**src/rtl/mem_arbiter_pkg.sv**
```systemverilog
// rtl/mem_arbiter_pkg.sv - shared sizes and FSM state encoding for mem_arbiter
// Purpose: memory geometry (byte-wide RAM, 16-bit words) and the access FSM states.
// Ports: none (package).
package mem_arbiter_pkg;

  localparam int MEM_DEPTH  = 2048;
  localparam int MEM_WIDTH  = 8;
  localparam int WORD_WIDTH = 16;

  typedef enum logic [2:0] {
    IDLE = 3'd0,
    ACC0 = 3'd1,
    ACC1 = 3'd2,
    ACC2 = 3'd3,
    ERR  = 3'd4,
    DONE = 3'd5
  } state_t;

endpackage

```
**src/rtl/rr_arbiter.sv**
```systemverilog
// rtl/rr_arbiter.sv - round-robin winner select for mem_arbiter
// Purpose: pick the first requesting port after last_winner, wrapping around.
// Ports:
//   req         in   NPORTS  per-port request
//   last_winner in   IW      port granted most recently
//   grant       out  NPORTS  one-hot winner (all zero when no request)
//   grant_id    out  IW      winner index
//   grant_valid out  1       at least one request present
module rr_arbiter
  import mem_arbiter_pkg::*;
#(
  parameter int NPORTS = 3,
  parameter int IW     = 2
) (
  input  logic [NPORTS-1:0] req,
  input  logic [IW-1:0]     last_winner,
  output logic [NPORTS-1:0] grant,
  output logic [IW-1:0]     grant_id,
  output logic              grant_valid
);

  logic [IW-1:0] lo_id;
  logic [IW-1:0] hi_id;
  logic          hi_found;

  // Scanning downwards leaves the lowest matching index in each candidate:
  // hi_id is the first requester above last_winner, lo_id the wrap-around one.
  always_comb begin
    lo_id    = '0;
    hi_id    = '0;
    hi_found = 1'b0;
    for (int i = NPORTS - 1; i >= 0; i--) begin
      if (req[i]) begin
        lo_id = IW'(i);
      end
      if (req[i] && (i > int'(last_winner))) begin
        hi_id    = IW'(i);
        hi_found = 1'b1;
      end
    end
    grant_id    = hi_found ? hi_id : lo_id;
    grant_valid = |req;
    grant       = grant_valid ? (NPORTS'(1) << grant_id) : '0;
  end

endmodule

```
**src/rtl/mem_arbiter.sv**
```systemverilog
// rtl/mem_arbiter.sv - serializes 16-bit word accesses from NPORTS ports onto one byte RAM
// Purpose: round-robin arbiter plus access FSM; each word is two byte accesses,
//          low byte at the even base address, high byte at base+1.
// Ports:
//   clock, nrst          clock and synchronous active-low reset
//   req/we               per-port request level and write enable
//   addr_in/wdata_in     per-port 16-bit byte address and write word
//   ack/err/rdata        one-cycle completion pulse, out-of-range flag, read word
//   busy                 high whenever the FSM is not IDLE
//   mem_addr/mem_we/mem_wdata/mem_rdata  single-port RAM, 1-cycle read latency
module mem_arbiter
  import mem_arbiter_pkg::*;
#(
  parameter int NPORTS = 3,
  parameter int AW     = $clog2(MEM_DEPTH)
) (
  input  logic                         clock,
  input  logic                         nrst,
  input  logic [NPORTS-1:0]            req,
  input  logic [NPORTS-1:0]            we,
  input  logic [WORD_WIDTH*NPORTS-1:0] addr_in,
  input  logic [WORD_WIDTH*NPORTS-1:0] wdata_in,
  output logic [NPORTS-1:0]            ack,
  output logic                         err,
  output logic [WORD_WIDTH-1:0]        rdata,
  output logic                         busy,
  output logic [AW-1:0]                mem_addr,
  output logic                         mem_we,
  output logic [MEM_WIDTH-1:0]         mem_wdata,
  input  logic [MEM_WIDTH-1:0]         mem_rdata
);

  localparam int IW = (NPORTS > 1) ? $clog2(NPORTS) : 1;

  state_t                state, state_next;
  logic [IW-1:0]         last_winner;
  logic [IW-1:0]         id_q;
  logic                  we_q;
  logic                  err_q;
  logic [AW-1:0]         base_q;
  logic [WORD_WIDTH-1:0] wdata_q;

  logic [NPORTS-1:0]     grant;
  logic [IW-1:0]         grant_id;
  logic                  grant_valid;
  logic [WORD_WIDTH-1:0] sel_addr;
  logic [WORD_WIDTH-1:0] sel_wdata;
  logic                  sel_we;
  logic                  sel_oob;
  logic                  unused_addr_lsb;

  rr_arbiter #(
    .NPORTS(NPORTS),
    .IW    (IW)
  ) u_rr (
    .req        (req),
    .last_winner(last_winner),
    .grant      (grant),
    .grant_id   (grant_id),
    .grant_valid(grant_valid)
  );

  // Operand mux driven by the one-hot grant.
  always_comb begin
    sel_addr  = '0;
    sel_wdata = '0;
    sel_we    = 1'b0;
    for (int i = 0; i < NPORTS; i++) begin
      if (grant[i]) begin
        sel_addr  = addr_in[WORD_WIDTH*i +: WORD_WIDTH];
        sel_wdata = wdata_in[WORD_WIDTH*i +: WORD_WIDTH];
        sel_we    = we[i];
      end
    end
  end

  // Any address bit at or above AW means the word lies outside the RAM.
  assign sel_oob         = (sel_addr >> AW) != '0;
  // Words are always even-aligned, so the requester's bit 0 is ignored.
  assign unused_addr_lsb = sel_addr[0];

  always_ff @(posedge clock) begin
    if (!nrst) begin
      state <= IDLE;
    end else begin
      state <= state_next;
    end
  end

  always_comb begin
    state_next = state;
    ack        = '0;
    err        = 1'b0;
    mem_addr   = '0;
    mem_we     = 1'b0;
    mem_wdata  = '0;
    case (state)
      IDLE: begin
        if (grant_valid) begin
          state_next = sel_oob ? ERR : ACC0;
        end
      end
      ACC0: begin
        mem_addr   = base_q;
        mem_we     = we_q;
        mem_wdata  = wdata_q[7:0];
        state_next = ACC1;
      end
      ACC1: begin
        mem_addr   = base_q | AW'(1);
        mem_we     = we_q;
        mem_wdata  = wdata_q[15:8];
        state_next = we_q ? DONE : ACC2;
      end
      ACC2: state_next = DONE;
      ERR:  state_next = DONE;
      DONE: begin
        ack        = NPORTS'(1) << id_q;
        err        = err_q;
        state_next = IDLE;
      end
      default: state_next = IDLE;
    endcase
  end

  assign busy = (state != IDLE);

  // Operands are captured only at grant so requester-side changes during an
  // access are invisible. Read bytes arrive one cycle after their address:
  // the low byte is on mem_rdata in ACC1, the high byte in ACC2.
  always_ff @(posedge clock) begin
    if (!nrst) begin
      last_winner <= IW'(NPORTS - 1);
      id_q        <= '0;
      we_q        <= 1'b0;
      err_q       <= 1'b0;
      base_q      <= '0;
      wdata_q     <= '0;
      rdata       <= '0;
    end else begin
      case (state)
        IDLE: begin
          if (grant_valid) begin
            last_winner <= grant_id;
            id_q        <= grant_id;
            we_q        <= sel_we;
            base_q      <= {sel_addr[AW-1:1], 1'b0};
            wdata_q     <= sel_wdata;
          end
        end
        ACC1: begin
          if (!we_q) begin
            rdata[7:0] <= mem_rdata;
          end
        end
        ACC2: rdata[15:8] <= mem_rdata;
        ERR: begin
          rdata <= '0;
          err_q <= 1'b1;
        end
        DONE: err_q <= 1'b0;
        default: ;
      endcase
    end
  end

endmodule

```
**config.mk**
```make
export PLATFORM = sky130hd
export DESIGN_NAME = mem_arbiter
export DESIGN_NICKNAME = d
export VERILOG_FILES = /design/src/rtl/mem_arbiter_pkg.sv /design/src/rtl/rr_arbiter.sv /design/src/rtl/mem_arbiter.sv
export SDC_FILE = /design/constraint.sdc
export NUM_CORES = 1
export LEC_CHECK = 0
export CAP_MARGIN = 10
export CORE_MARGIN = 2
export CORE_UTILIZATION = 43
export CTS_CLUSTER_DIAMETER = 120
export CTS_CLUSTER_SIZE = 16
export DETAILED_ROUTE_END_ITERATION = 7
export PLACE_DENSITY = 0.87
export SLEW_MARGIN = 20
export SYNTH_ARGS = -nofsm -noshare
export SYNTH_HDL_FRONTEND = slang
export SYNTH_SLANG_ARGS = --single-unit
```
**constraint.sdc**
```tcl
create_clock -name clock -period 5.2 [get_ports clock]
set_input_delay 1.04 -clock clock [delete_from_list [all_inputs] [get_ports clock]]
set_output_delay 1.04 -clock clock [all_outputs]
set_load 0.01 [all_outputs]
```
Word-level counts from Yosys, hierarchy flattened
Index checks and enable logic that the tools add are counted.

operators by class
  equal/unequal tests = 7
  shift operators = 2
  order comparisons = 2
  reduce and logical (&&, ||, !) cells = 13
  muxes and demuxes = 31

operators by type and width
  kind                   number
  $mux W16               6
  $pmux W8 S2            3
  $pmux W11 S2           1
  $reduce_bool A16 Y1    1
  $mux W3                5
  $mux W2                6
  $pmux W3 S4            1
  $mux W8                1
  $mux W1                7
  $eq A3 B2 Y1 const B   2
  $eq A3 B3 Y1 const B   2
  $reduce_bool A2 Y1     3
  $shl A1 B2 Y3 const A  2
  $ne A2 B2 Y1 const B   2
  $reduce_and A2 Y1      2
  $reduce_or A2 Y1       2
  $eq A3 B1 Y1 const B   1
  $logic_not A3 Y1       1
  $reduce_bool A3 Y1     1
  $reduce_or A3 Y1       1
  $gt A1 B2 Y1 const A   1
  $gt A2 B2 Y1 const A   1
  $logic_and A1 B1 Y1    2
  $pmux W1 S2            1

word-level totals
  register bits = 51
  output and inout port bits = 41
  logic and storage cells = 64
  bits of input ports = 112

Logic depth before layout (Yosys ltp)
Gate-level depths: netlist (run 1).

  depth after elaboration = 14
  depth in mapped cells = 8
  mapped depth without buffers = 5

By module
From an unflattened synthesis (run 1), not the netlist that was laid out.

unflattened totals
  cells, all modules = 327
  area, all modules = 2741.4 sq um

modules (own cells, without submodules)
  module       cells each  times used  area each (sq um)  sequential area each (sq um)
  mem_arbiter  316         1           2665.1             1001.0
  rr_arbiter   11          1           76.3               0.0

Worst setup path before layout (run 1)
OpenSTA, ideal clock, no wires.

  path kind = register to output
  from = register state[0]
  to = output mem_addr[10]
  slack = 2771 ps
  cell stages (with the launch flop) = 7
  path buffers = 2
  arrival time = 1389 ps
  cells stage by stage = dfxtp_1 -> clkbuf_1 -> nor2b_1 -> clkbuf_1 -> nor2_1 -> nor2_1 -> and2_1

between the ends
  longest elaborated chain between the ends = 2
  elaborated cells between the ends (all ways) = 3

ends and longest elaborated chain
  item                                                 line               source
  from (decl)                                          mem_arbiter.sv:35  state_t state, state_next;
  from (signal assigned)                               mem_arbiter.sv:86  state <= state_next;
  $eq A3 B2 Y1 / $eq A3 B1 Y1 (equally long branches)  mem_arbiter.sv:97  case (state)
  $pmux W11 S2 *                                       mem_arbiter.sv:97
  to (decl)                                            mem_arbiter.sv:27  output logic [AW-1:0] mem_addr,

Every way passes the cells marked *; elsewhere a longest branch is shown, timed or not.

Worst setup path after layout (run 1)
  from = register state[1]
  to = output mem_addr[3]

The elaborated chain is that of the path after synthesis.

==> results of run 1 <==
-- placed cells by master (no fill, tap or decap), types with 2 or more instances in the layout --
master and count:
nor3b_2 20, inv_1 2, a221oi_2 20, nor3_1 4, clkbuf_8 5, nor3b_1 10
nand3_1 2, o22ai_1 20, a221oi_1 7, a22oi_1 17, nor2_1 24, or4_1 3
o22ai_2 8, nor2b_1 12, buf_4 4, o221ai_1 8, o211ai_1 2, nand2_4 2
mux2i_1 2, and2_1 13, dfxtp_1 50, nand2b_1 4, clkdlybuf4s50_1 149, o31ai_1 2
a21oi_1 10, nand2_1 2
-- power breakdown --
part	switching, W	internal (W)	leakage, nW
sequential	0.000117	0.000522	0.411
combinational	0.000572	0.000517	1.10
clock	0.000132	0.000144	0.0585
total	0.000822	0.00118	1.57
-- logic make-up after synthesis --
kind of cell | Yosys count | share of synthesized area (%)
simple gates | 102 | 25.59
compound gates | 102 | 32.46
mux | 2 | 0.6999
flops | 50 | 35.00
buf+inv | 30 | 6.255
-- state kept, by name, summed over array words and instances, names as in the netlist --
| register | cells |
|---|---|
| base_q | 10 |
| last_winner | 2 |
| err_q | 1 |
| id_q | 1 |
| we_q | 1 |
| state | 3 |
| rdata | 16 |
| wdata_q | 16 |
-- how the worst max path moves through the flow --
stage | cells after the start | to | from
after floorplan | 6 | mem_addr[10] | state[0]
final | 5 | mem_addr[3] | state[1]
after global placement | 5 | mem_addr[10] | state[1]
after detailed placement | 5 | mem_addr[3] | state[1]
after global routing | 5 | mem_addr[6] | state[1]
after CTS | 5 | mem_addr[3] | state[1]
-- worst max-delay path: stages, from the launching register on --
cell             delay [ps]
dfxtp_1                 550
nor2b_1                 680
nor2_1                  140
nor2_1                  560
and2_1                  240
clkdlybuf4s50_1         540
-- metal layers --
| layer | GRT usage (%) | vias up | part of all wire, % |
|---|---|---|---|
| met3 | 6.930 | 14 | 7.4 |
| li1 | - | 1384 | - |
| met2 | 44.32 | 118 | 51 |
| met1 | 27.15 | 1357 | 39 |
| met4 | 9.091 | 0 | 2.6 |
| met5 | 0 | - | 0 |
-- per-stage QoR --
| step | total power, W | setup WS (ps) | hold WS (ps) |
|---|---|---|---|
| 2_1_floorplan | 0.001419 | 2771 | 463.9 |
| 3_5_place_dp | 0.001745 | 1464 | 480.0 |
| 6_report | 0.002005 | 1156 | 501.3 |
| 3_3_place_gp | 0.001698 | 1564 | 471.4 |
| 5_1_grt | 0.002148 | 945.8 | 536.0 |
| 4_1_cts | 0.002020 | 1102 | 502.6 |
-- area by class of cell --
type,instances,share of cell area (%)
tap,77,2.176
inverter,2,0.1696
multi-input combinational,206,38.13
timing repair buffer,153,34.37
sequential,50,22.61
clock buffer,5,1.555
clock inverter,3,0.9893
-- cells in the mapped netlist (3+ instances only) --
cell type	instances	area share, %
nor2b_1	12	2.6
dfxtp_1	50	35
a21oi_1	10	1.7
buf_2	8	1.4
nor2_1	24	3.1
and2_1	13	2.8
nor3b_1	10	2.6
nor3b_2	20	8.7
o22ai_2	8	3.5
nand2b_1	4	0.87
a221oi_2	20	10
o221ai_1	8	2.4
nor3_1	4	0.70
clkbuf_1	12	1.6
buf_6	6	2.4
o22ai_1	20	4.4
or4_1	3	0.79
a22oi_1	17	4.5
a221oi_1	7	2.1
==> metrics.md, run 1 <==
| Metric | Value |
|---|---|
| Area grow syn2layout | `54.77%` |
| Inst Count DP | `488` |
| Worst-path maximum fanout | `13` |
| Fin crit period | `4044 ps` |
| Worst R2R Setup Slack | `2770 ps` |
| Htree depth | `2` |
| Core footprint | `6386 sq um` |
| R2R Path Start | `state[2]` |
| Leakage power | `1.574 nW` |
| Die X | `85.56 um` |
| Max_cap viols | `0` |
| Unrepaired setup endpoints after global routing | `false` |
| Flops & latches, synth | `50` |
| DRT antenna net count | `0` |
| Crit share post-route | `77.77%` |
| Required time worst endpoint | `4160 ps` |
| Cell count after synthesis | `286` |
| Seq/Total Area, Yosys | `35.00%` |
| Clk_lat worst skew | `300 ps` |
| Total gr overflow | `0` |
| Root Driver | `clkbuf_8` |
| Ys Warns | `0` |
| Layout cells sized above 1 | `15.75%` |
| R2R Path End | `wdata_q[14]` |
| Syn Area/Cell | `10.00 sq um` |
| Initial antenna violation count | `0` |
| Worst-margin pin slew | `1028 ps` |
| Setup repair bufs after CTS | `0` |
| Pwr/cell area | `453.0 nW/um^2` |
| DRT Pass-1 Iters | `4` |
| Non-Filler Instances | `496` |
| Kind of launch point of the worst setup path | `flip-flop` |
| Synth cell types | `42` |
| Setup Crit Path Kind | `reg2out` |
| Drt drc | `0` |
| Total routed wirelength | `8.953 mm` |
| Max-slew headroom | `31.29%` |
| Post-DP Area | `4314 sq um` |
| Pin count of the biggest net entering global routing | `53` |
| Worst Hold Class | `reg2reg` |
| NumNets Final | `530` |
| Fin. max-slew vios | `0` |
| DR vias/cell | `5.792` |
| Post-route design area | `4427 sq um` |
| I/O Pins | `153` |
| First-pass GRT wire length | `14.28 mm` |
| Wirelength per Cell | `18.05 um` |
| Post-detail-place hpwl | `6.727 mm` |
| Clock skew | `11.20 ps` |
| Row cnt | `29` |
| Starting Density | `44.79%` |
| Hold Path Sink | `err_q` |
| Cts hold-fix bufs | `0` |
| Diode count | `0` |
| Worst path arrival time | `3000 ps` |
| Hold Path Depth | `1` |
| Prevailing post-synth register cell | `dfxtp_1` |
| CTS clk-pin slew, worst paths | `100 ps` |
| Vias | `2873` |
| Status | `completed` |
| CTS tree | `done` |
| IO Port Bufs | `149` |
| Asr flop ratio synth | `0%` |
| Final hold vios | `0` |
| Peak supply drop | `0.0002644 V` |
| Seq. cell area | `1001 sq um` |
| Mapped Nets | `398` |
| Synthesized cell area | `2860 sq um` |
| Worst R2R Path Depth | `5` |
| FMAX | `247.3 MHz` |
| Die Footprint | `7321 sq um` |
| Hold_sp | `err_q` |
| Filler Cells Inserted | `500` |
| Post-synth EDFFs | `0` |
| CTS Buf Count | `5` |
| Final setup violation count | `0` |
| Final Util | `69.32%` |
| Clock Sinks | `50` |
| Die H | `85.56 um` |
| Gpl congestion | `0.7738` |
| Vias in the first global route | `3025` |
| Max Buffers Root-to-Sink | `2` |
| Total Routing Usage GR | `24.48%` |
| CP endpoint kind | `output pin` |
| TNS Setup | `0 ps` |
| Post-cts sizing count | `0` |
| Drt initial violations | `150` |
| Area of the multi-input gates | `1688 sq um` |
Power figures use the tool's default switching activity.
==> run 2, diff against run 1 <==
Settings changed: CORE_UTILIZATION 43 to 40, PLACE_DENSITY 0.87 to 0.82.
Clock period 5.2 ns to 4.1 ns, I/O delays scaled along.
==> run 2 against run 1 <==
Effect of this change: sequential power is 26% higher; clock power is 2% higher; setup slack worse by 370 ps; cell count is 4.2% higher; combinational power is 27% higher; critical endpoint is now mem_addr[7]; utilization is 4.7 points lower; clock skew is 4.2 ps lower; critical path depth is 1 higher; global-route usage is 1.8 points lower; wire length is 4.6% lower; via count is 0.42% lower.
==> metrics.md, run 2 (same netlist as run 1, synthesis figures left out) <==
| Metric | Value |
|---|---|
| CP max-delay cell | `dfxtp_1` |
| Biggest regs | `rdata (16), wdata_q (16), base_q (10)` |
| DP Worst Slack | `1072 ps` |
| Htree depth | `2` |
| FMAX | `301.3 MHz` |
| Vias in the first global route | `2997` |
| Sw Share | `41.43%` |
| Max Buffers Root-to-Sink | `2` |
| Worst path arrival time | `2500 ps` |
| Layout cells sized above 1 | `15.91%` |
| Max-slew headroom | `29.09%` |
| Unrepaired setup endpoints after global routing | `false` |
| Sequential power share | `32.7%` |
| Fin crit period | `3318 ps` |
| Clk_lat worst skew | `300 ps` |
| Cts hold-fix bufs | `0` |
| Peak supply drop | `0.0002793 V` |
| CTS Buf Count | `5` |
| Die X | `88.56 um` |
| Clock power share | `11.4%` |
| Worst-margin pin slew | `1060 ps` |
| Worst Setup Slack, final | `781.6 ps` |
| GRT busiest layer | `met2` |
| Clock Sinks | `50` |
| Total routed wirelength | `8.537 mm` |
| TNS Setup | `0 ps` |
| Total Routing Usage GR | `22.67%` |
| Diode count | `0` |
| Met3 Use GR | `9.142%` |
| Die Footprint | `7843 sq um` |
| DRT Pass-1 Iters | `4` |
| CTS tree | `done` |
| Required time worst endpoint | `3280 ps` |
| Filler Cells Inserted | `594` |
| Comb pwr share | `55.9%` |
| Die H | `88.56 um` |
| Pin count of the biggest net entering global routing | `34` |
| Worst path buffer plus inverter count | `2` |
| CTS clk-pin slew, worst paths | `90 ps` |
| Drt drc | `0` |
| I/O Pins | `153` |
| Worst-path maximum fanout | `13` |
| Area grow syn2layout | `55.21%` |
| Status | `completed` |
| Drt initial violations | `79` |
| Initial antenna violation count | `0` |
| Most frequent CP cell | `nor2_1` |
| Clock skew | `7.009 ps` |
| Worst hold margin | `504.5 ps` |
| Post-cts sizing count | `0` |
| Root Driver | `clkbuf_8` |
| Most frequent cells in the layout | `149 x clkdlybuf4s50_1, 50 x dfxtp_1, 24 x nor2_1` |
| CP top delay family | `simple AND/OR/NAND/NOR gates` |
| Vias | `2861` |
| CP Cell Sequence | `nor2b_1, buf_4, nor2_1, nor2_1, and2_1, clkdlybuf4s50_1` |
| Fin. max-slew vios | `0` |
| CP endpoint kind | `output pin` |
| Row cnt | `30` |
| DRT antenna net count | `0` |
| Cell-internal power | `0.001444 W` |
| First-pass GRT wire length | `13.80 mm` |
| Most common cell after layout, fill and taps aside | `clkdlybuf4s50_1` |
| Gpl congestion | `0.7848` |
| Kind of launch point of the worst setup path | `flip-flop` |
| Final hold vios | `0` |
| Post-detail-place hpwl | `6.421 mm` |
| Area of the multi-input gates | `1688 sq um` |
| Wirelength per Cell | `16.51 um` |
| P_sw | `0.001021 W` |
| Met2 usage | `40.19%` |
| Seq. cell area | `1001 sq um` |
| IO Port Bufs | `149` |
| Starting Density | `41.64%` |
| NumNets Final | `532` |
| Met1 Usage GRT | `25.47%` |
| Max_cap viols | `0` |
| Crit share post-route | `80.94%` |
| Total gr overflow | `0` |
| CP max stage delay | `540 ps` |
| Core footprint | `6869 sq um` |
| Worst Hold Class | `reg2reg` |
| Setup repair bufs after CTS | `0` |
| DR vias/cell | `5.534` |
| Final setup violation count | `0` |
| Pwr/cell area | `555.4 nW/um^2` |
| Setup Crit Path Kind | `reg2out` |
| Leakage power | `1.571 nW` |
==> run 2: cell types whose count changed in the layout (fill, tap and decap cells not counted) <==
cell / before / now
inv_6: 1 / 0
bufinv_16: 1 / 0
clkbuf_1: 0 / 1
clkinv_4: 0 / 1
buf_4: 4 / 6
==> run 2: area by class of cell <==
class	count	share of cell area [%]
sequential	50	22.55
tap	96	2.706
inverter	2	0.1691
timing repair buffer	155	34.61
clock inverter	2	0.3100
clock buffer	6	1.635
multi-input combinational	206	38.02
==> run 2: routing by layer <==
metal  vias to the layer above  routed length, um
met4                         0                 89
met2                       110               4185
met3                         8                813
met1                      1367               3448
met5                         -                  0
li1                       1376                  -
==> run 2: worst reg2reg max path, cell delays in order (launching register included) <==
cell	delay (ps)
dfxtp_1	540
or3_1	530
nor2b_4	200
nand2_4	260
a221oi_1	450
nor3b_1	100
==> run 2: final timing paths <==
kind	start	to	slack [ps]	cells past startpoint
worst max-delay path	state[1]	mem_addr[7]	780	6
worst min-delay path	err_q	err_q	500	1
worst max register to register	state[2]	wdata_q[13]	1920	5
worst min register to register	err_q	err_q	500	1
==> run 2: power by group through the flow <==
stage | combinational, W | sequential (W) | clock (W)
after global routing | 0.00150 | 0.000832 | 0.000311
after global placement | 0.00135 | 0.000808 | 0
after floorplan | 0.00105 | 0.000754 | 0
after CTS | 0.00139 | 0.000806 | 0.000294
final | 0.00138 | 0.000806 | 0.000282
after detailed placement | 0.00138 | 0.000816 | 0
==> run 2: stage by stage <==
stage	total power (W)	cell area, sq um	cells	util [%]
final	0.002465	4439	517	64.63
after global routing	0.002646	4439	517	64.63
after CTS	0.002486	4439	517	64.63
after detailed placement	0.002201	4353	509	63.37
after global placement	0.002158	4353	509	63.37
after floorplan	0.001800	2860	286	-
==> run 3, diff against run 2 <==
Settings changed: CORE_UTILIZATION 40 to 36, PLACE_DENSITY 0.82 to 0.78.
Clock period 4.1 ns to 2.97 ns, I/O delays scaled along.
==> run 3 against run 2 <==
Effect of this change: cell count up 1.9%; non-clock buffer count up 4; sequential power up 38%; worst hold slack about the same; largest cell class unchanged; wire length up 1.5%; global-route usage down 2.7 points; flip-flop and latch count unchanged; critical path depth unchanged; combinational power up 42%; design area up 1.4%; sequential share of layout area down 0.31 points.
==> metrics.md, run 3 (same netlist as run 1, synthesis figures left out) <==
| Metric | Value |
|---|---|
| Status | `completed` |
| Initial antenna violation count | `0` |
| Die Footprint | `8674 sq um` |
| Crit path to | `mem_addr[9]` |
| Pwr/cell area | `787.2 nW/um^2` |
| CP max stage delay | `550 ps` |
| Required time worst endpoint | `2380 ps` |
| Most common cell after layout, fill and taps aside | `clkdlybuf4s50_1` |
| Peak supply drop | `0.0003663 V` |
| Setup Crit Path Kind | `reg2out` |
| I/O Pins | `153` |
| Worst R2R Path Depth | `6` |
| Clock Sinks | `50` |
| Post-detail-place hpwl | `6.671 mm` |
| Total routed wirelength | `8.667 mm` |
| DRT antenna net count | `0` |
| R2R Path End | `wdata_q[11]` |
| CP Cell Sequence | `nor2b_1, nor2_1, nor2_1, buf_4, and2_1, clkdlybuf4s50_1` |
| Clock skew | `6.871 ps` |
| CTS clk-pin slew, worst paths | `90 ps` |
| Most frequent CP cell | `nor2_1` |
| Cts hold-fix bufs | `0` |
| Htree depth | `2` |
| Worst-margin pin slew | `909.0 ps` |
| CP max-delay cell | `clkdlybuf4s50_1` |
| R2R Path Start | `state[2]` |
| Max-slew headroom | `38.93%` |
| Vias | `2855` |
| Filler Cells Inserted | `671` |
| Root Driver | `clkbuf_8` |
| Worst Hold Class | `reg2reg` |
| Die X | `93.14 um` |
| Most frequent cells in the layout | `149 x clkdlybuf4s50_1, 50 x dfxtp_1, 24 x nor2_1` |
| Non-Filler Instances | `527` |
| DP Worst Slack | `214.0 ps` |
| Drt initial violations | `66` |
| Inst Count DP | `519` |
| CTS Buf Count | `5` |
| Vias in the first global route | `2912` |
| Starting Density | `37.01%` |
| Layout cells sized above 1 | `16.71%` |
| IO Port Bufs | `149` |
| FMAX | `359.0 MHz` |
| NumNets Final | `536` |
| Diode count | `0` |
| Crit share post-route | `93.80%` |
| Core footprint | `7727 sq um` |
| Setup repair bufs after CTS | `0` |
| Worst Setup Slack, final | `184.3 ps` |
| Total gr overflow | `0` |
| Wirelength per Cell | `16.45 um` |
| TNS Setup | `0 ps` |
| Die H | `93.14 um` |
| Fin crit period | `2786 ps` |
| Kind of launch point of the worst setup path | `flip-flop` |
| Worst path arrival time | `2190 ps` |
| DR vias/cell | `5.417` |
| DRT Pass-1 Iters | `4` |
| Crit. Startpoint | `state[1]` |
| Area grow syn2layout | `57.35%` |
| Row cnt | `32` |
| Drt drc | `0` |
| First-pass GRT wire length | `13.86 mm` |
| Biggest regs | `rdata (16), wdata_q (16), base_q (10)` |
| Total Routing Usage GR | `19.92%` |
| Final hold vios | `0` |
| Leakage power | `1.597 nW` |
| Unrepaired setup endpoints after global routing | `false` |
| Pwr Total | `0.003543 W` |
| Max_cap viols | `0` |
| Max Buffers Root-to-Sink | `2` |
| Fin. max-slew vios | `0` |
| Worst R2R Setup Slack | `890 ps` |
| Worst-path maximum fanout | `13` |
| CP endpoint kind | `output pin` |
| Final setup violation count | `0` |
| CTS tree | `done` |
| Post-cts sizing count | `0` |
| Pin count of the biggest net entering global routing | `53` |
| Clk_lat worst skew | `300 ps` |
| Gpl congestion | `0.7755` |
==> run 3: critical path, delay by kind of cell (launching register included) <==
kind          cells  cell delay [ps]
flops             1              540
buf+inv           2              740
simple gates      4              600
==> run 3: final cells by class <==
cell class / count / area (sq um) / area share, %
repair buffers: 159 / 1567 / 34.81
inverters: 2 / 7.507 / 0.1668
clock inverters: 2 / 37.54 / 0.8340
well taps: 102 / 127.6 / 2.836
flip-flops and latches: 50 / 1001 / 22.24
multi-input cells: 206 / 1688 / 37.50
clock buffers: 6 / 72.57 / 1.612
==> run 3: power by group <==
group / switching (W) / internal [W]
clock network: 0.000221 / 0.000251
logic: 0.00101 / 0.000950
registers: 0.000194 / 0.000913
total: 0.00143 / 0.00211
==> run 3: how the worst min path moves through the flow <==
| stage | from | to | slack (ps) | depth (start not counted) |
|---|---|---|---|---|
| floorplan | err_q | err_q | 460 | 1 |
| global placement | err_q | err_q | 470 | 1 |
| detailed placement | err_q | err_q | 480 | 1 |
| CTS | err_q | err_q | 500 | 1 |
| global route | err_q | err_q | 530 | 1 |
| finish | err_q | err_q | 500 | 1 |
==> run 3: routing by layer <==
metal  vias up  wire, um  global-route usage (%)
li1       1387         -                       -
met1      1348      3419                   22.56
met2       114      4431                   36.65
met3         6       754                   6.849
met4         0        61                   3.186
met5         -         0                       0
==> run 3: stage by stage <==
| stage | utilization, % | hold WS (ps) | cell area, sq um |
|---|---|---|---|
| final | 58.24 | 504.9 | 4501 |
| after global routing | 58.24 | 531.3 | 4501 |
| after CTS | 58.24 | 504.9 | 4501 |
| after detailed placement | 56.82 | 483.0 | 4390 |
| after global placement | 56.82 | 474.9 | 4390 |
| after floorplan | - | 463.9 | 2860 |
